## src/rtl/uart_rx.sv

```systemverilog
// UART receiver, 8N1, LSB first, idle-high line; oversampled by CLKS_PER_BIT.
// Latency: data_valid rises 3 + CLKS_PER_BIT/2 + 9*CLKS_PER_BIT edges after the edge that launched the start bit.
// Backpressure: none; data_valid/frame_err are single-cycle pulses and data_out holds until the next good byte.
//
// Ports:
//   clk         system clock, rising edge
//   rst         synchronous active-high reset
//   rx_in       asynchronous serial line (idle high)
//   data_out    last correctly received byte
//   data_valid  one-cycle pulse, data_out updated
//   frame_err   one-cycle pulse, stop bit sampled low
//   busy        receiver is not idle
//
// Latency breakdown: 2 synchronizer flops, 1 IDLE detection edge,
// CLKS_PER_BIT/2 to the start-bit midpoint, 9*CLKS_PER_BIT to the stop-bit
// midpoint. The pulse itself comes from a register, so it is visible in the
// cycle after that last sampling edge.
module uart_rx #(
  parameter int unsigned CLKS_PER_BIT = 16
) (
  input  logic       clk,
  input  logic       rst,
  input  logic       rx_in,
  output logic [7:0] data_out,
  output logic       data_valid,
  output logic       frame_err,
  output logic       busy
);

  localparam int unsigned CW = $clog2(CLKS_PER_BIT);
  localparam logic [CW-1:0] LAST_CNT = CW'(CLKS_PER_BIT - 1);
  localparam logic [CW-1:0] HALF_CNT = CW'(CLKS_PER_BIT / 2 - 1);

  typedef enum logic [2:0] {
    IDLE      = 3'd0,
    START     = 3'd1,
    DATA      = 3'd2,
    STOP      = 3'd3,
    WAIT_HIGH = 3'd4
  } state_t;

  state_t        state_q, state_d;
  logic [1:0]    sync_q;
  logic [CW-1:0] cnt_q, cnt_d;
  logic [2:0]    bit_q, bit_d;
  logic [7:0]    shift_q, shift_d;
  logic [7:0]    data_q, data_d;
  logic          dv_q, dv_d;
  logic          fe_q, fe_d;
  logic          rxs;

  assign rxs = sync_q[1];

  always_ff @(posedge clk) begin
    if (rst) begin
      sync_q  <= 2'b11;
      state_q <= IDLE;
      cnt_q   <= '0;
      bit_q   <= '0;
      shift_q <= '0;
      data_q  <= '0;
      dv_q    <= 1'b0;
      fe_q    <= 1'b0;
    end else begin
      sync_q  <= {sync_q[0], rx_in};
      state_q <= state_d;
      cnt_q   <= cnt_d;
      bit_q   <= bit_d;
      shift_q <= shift_d;
      data_q  <= data_d;
      dv_q    <= dv_d;
      fe_q    <= fe_d;
    end
  end

  always_comb begin
    state_d = state_q;
    cnt_d   = cnt_q + 1'b1;
    bit_d   = bit_q;
    shift_d = shift_q;
    data_d  = data_q;
    dv_d    = 1'b0;
    fe_d    = 1'b0;

    unique case (state_q)
      IDLE: begin
        cnt_d = '0;
        bit_d = '0;
        if (!rxs) begin
          state_d = START;
        end
      end

      // Re-check the line at the start-bit midpoint so a short glitch is dropped.
      START: begin
        if (cnt_q == HALF_CNT) begin
          cnt_d   = '0;
          bit_d   = '0;
          state_d = rxs ? IDLE : DATA;
        end
      end

      // Counter restarts at the start-bit midpoint, so every sample lands mid-bit.
      DATA: begin
        if (cnt_q == LAST_CNT) begin
          cnt_d          = '0;
          shift_d[bit_q] = rxs;
          bit_d          = bit_q + 3'd1;
          if (bit_q == 3'd7) begin
            state_d = STOP;
          end
        end
      end

      STOP: begin
        if (cnt_q == LAST_CNT) begin
          cnt_d = '0;
          if (rxs) begin
            data_d  = shift_q;
            dv_d    = 1'b1;
            state_d = IDLE;
          end else begin
            fe_d    = 1'b1;
            state_d = WAIT_HIGH;
          end
        end
      end

      // A held break must not be mistaken for a stream of start bits.
      WAIT_HIGH: begin
        cnt_d = '0;
        if (rxs) begin
          state_d = IDLE;
        end
      end

      default: begin
        state_d = IDLE;
        cnt_d   = '0;
      end
    endcase
  end

  assign data_out   = data_q;
  assign data_valid = dv_q;
  assign frame_err  = fe_q;
  assign busy       = (state_q != IDLE);

endmodule

```

## config.mk

```make
export PLATFORM = sky130hd
export DESIGN_NAME = uart_rx
export DESIGN_NICKNAME = d
export VERILOG_FILES = /design/src/rtl/uart_rx.sv
export SDC_FILE = /design/constraint.sdc
export NUM_CORES = 1
export LEC_CHECK = 0
export ABC_AREA = 1
export BUFFER_PORTS_ARGS = -buffer_cell sky130_fd_sc_hd__clkbuf_2
export CORE_UTILIZATION = 55
export CTS_CLUSTER_SIZE = 12
export DETAILED_ROUTE_END_ITERATION = 12
export PLACE_DENSITY = 0.74
export SLEW_MARGIN = 20
export SYNTH_ARGS = -nofsm -noshare
export SYNTH_HDL_FRONTEND = slang
export SYNTH_SLANG_ARGS = --single-unit
```

## constraint.sdc

```tcl
create_clock -name clk -period 1.9 [get_ports clk]
set_input_delay 0 -clock clk [delete_from_list [all_inputs] [get_ports clk]]
set_output_delay 0 -clock clk [all_outputs]
set_load 0.005 [all_outputs]
```

==> results.ini <==
[run_status]
status=complete, no violations

[worst_hold_path]
hp-class=flop to flop

[clock_network]
cts.clk_slew.worst_paths_ns=0.10
cts_tree=built
hold_buffers=3
cts_max_path_buffers=2
post_cts_buffers=0
cts_resized=0
cts.sinks=30
htreeDepth=2
clkLatencyLatePin_ns=0.33
cts_made_buffers=5
cts_root_buf=clkbuf_4

[run]
max_cap_viol_count=0

[yosys]
ys_ff_latch=30
syn_area_um2=1290
ys_top_cells_by_area=dfxtp_1, nor2_1, nand2_1, o21ai_0, inv_1
synthCells=178
syn_area_per_cell_um2=7.26
synth_largest_area_cell=dfxtp_1
yosysSeqAreaShare_pct=46.5
synth_cell_types=21
synth.top_cell.area_share_pct=46.5
synth_fp_nets=184
ys_warn_count=0

[drt]
num_vias=1193
drt_iter0_markers=25
drcViolationCount=0
wl_per_cell_um=12.0
drtPass1Iterations=4
antenna_left=0
via_per_inst=5.28
routed_wl_um=2710

[power]
power_density_nw_per_um2=1210
intPower_w=0.00104
pwr-share-comb_pct=35.8
p_sw_w=0.000731
pwr-share-clk_pct=19.4
switching_share_pct=41.4
p_leak_nw=0.664
p_total_w=0.00177
seqPwrFrac_pct=44.8
ir_drop_mv=0.877

[floorplanning]
die_h_um=50.5
core_um2=2210
start_util_pct=58.4
fp.dieW_um=50.5
dieArea_um2=2550
rows=17
pin_count=14

[worst_setup_path]
cpMostUsedCell=nor2_1
crit_slowest_cell=nor3_4
crit_type=flop to flop
arrival_ns=1.83
cp-end-kind=flop
max_stage_delay_ns=0.38
cp_max_fo=9
crit_path_cell_trace=ha_1 -> nand3_2 -> nor3_4 -> inv_2 -> nor2_1 -> nor2_1
cp-start-kind=flop
cp.required_ns=2.13

[sta]
finalCritPeriodShare_pct=84.4
layout_setup_ws_ns=0.297
grt_setup_unrepaired=no
relSlewSlack_pct=68.4
slew_viol_final=0
fmax_ghz=0.624
hold_viol_final=0
min_period_ns=1.60
finalSetupViolCount=0
worst_pin_slew_ns=0.474
skew_ns=0.0149
finalSetupTns_ns=0

[final_layout]
drive_above_1_share_pct=16.7
final_common_cell=nor2_1
final_cell_mix=nor2_1, dfxtp_1, nand2_1, inv_1, o21ai_0
nets=204
diodes=0
syn_to_final_growth_pct=12.8

[global_routing]
grt_pass1_wl_um=4530
grt_pass1_vias=1075
antenna_found_initial=0
grtUsageTotal_pct=24.2
grt_overflow_total=0
grt_max_degree=20

[placed_design]
io_buffers=13
dp_slack_ns=0.314
dp_hpwl_um=1980
gp_congestion=0.863

[critical path, delay by kind of cell, from the launching register on]
kind / cells / cell delay [ns]
flops: 1 / 0.36
simple gates: 4 / 0.79
buf+inv: 1 / 0.15
fa+ha+maj: 1 / 0.21
[cell usage after synthesis (all sizes together)]
library cell and n:
a21oi 10, buf 1, clkbuf 2, dfxtp 30, ha 3, inv 17
nand2 27, nand3 8, nor2 49, nor3 10, nor4 1, o21ai 16
o21bai 1, or2 2, xor2 1
[power by group through the flow]
| stage | clock, W | sequential (W) | combinational (W) |
|---|---|---|---|
| detailed placement | 0 | 0.000804 | 0.000617 |
| global route | 0.000379 | 0.000803 | 0.000723 |
| finish | 0.000344 | 0.000792 | 0.000633 |
| floorplan | 0 | 0.000779 | 0.000490 |
| CTS | 0.000354 | 0.000789 | 0.000630 |
| global placement | 0 | 0.000801 | 0.000590 |
[logic make-up (layout without fill, tap and decap cells)]
kind of cell / after synthesis / in the layout / synth area share, %
AND/OR/NAND/NOR: 97 / 97 / 33.1
buffers and inverters: 20 / 40 / 5.90
AO/OA/AOI/OAI: 27 / 27 / 10.9
flip-flops: 30 / 30 / 46.5
adder cells (fa/ha/maj): 3 / 3 / 2.90
XOR/XNOR: 1 / 1 / 0.678
[per-layer routing]
metal	global-route usage, %	up-vias	routed length, um
met3	9.09	5	172
met1	28.7	540	1170
met4	6.94	0	34
met5	0	-	0
met2	40.7	37	1330
li1	-	611	-
[metrics by stage]
| step | instance area (um^2) | hold slack, ns | instances | util (%) |
|---|---|---|---|---|
| 2_1_floorplan | 1290 | 0.104 | 178 | - |
| 3_3_place_gp | 1380 | 0.186 | 216 | 62.4 |
| 3_5_place_dp | 1380 | 0.190 | 216 | 62.4 |
| 4_1_cts | 1460 | 0.423 | 226 | 65.9 |
| 5_1_grt | 1460 | 0.463 | 226 | 65.9 |
| 6_report | 1460 | 0.425 | 226 | 65.9 |
[final timing paths]
kind                            cells after the start  slack, ns      start     endpoint
worst max register to register                      6       0.30   cnt_q[0]  data_out[5]
worst min-delay path                                1       0.42  sync_q[0]    sync_q[1]
worst max-delay path                                6       0.30   cnt_q[0]  data_out[5]
worst min register to register                      1       0.42  sync_q[0]    sync_q[1]
[final cells by class]
type,count,area (um^2)
multi-input cells,128,616
repair buffers,16,95.1
well taps,28,35.0
clock inverters,2,10.0
fillers,207,754
clock buffers,5,37.5
flip-flops and latches,30,601
inverters,17,63.8
[sequential cells by signal (all words and copies together) (netlist names)]
register    count
bit_q           3
cnt_q           4
data_out        8
data_valid      1
frame_err       1
shift_q         8
state_q         3
sync_q          2
Power figures use the tool's default switching activity.
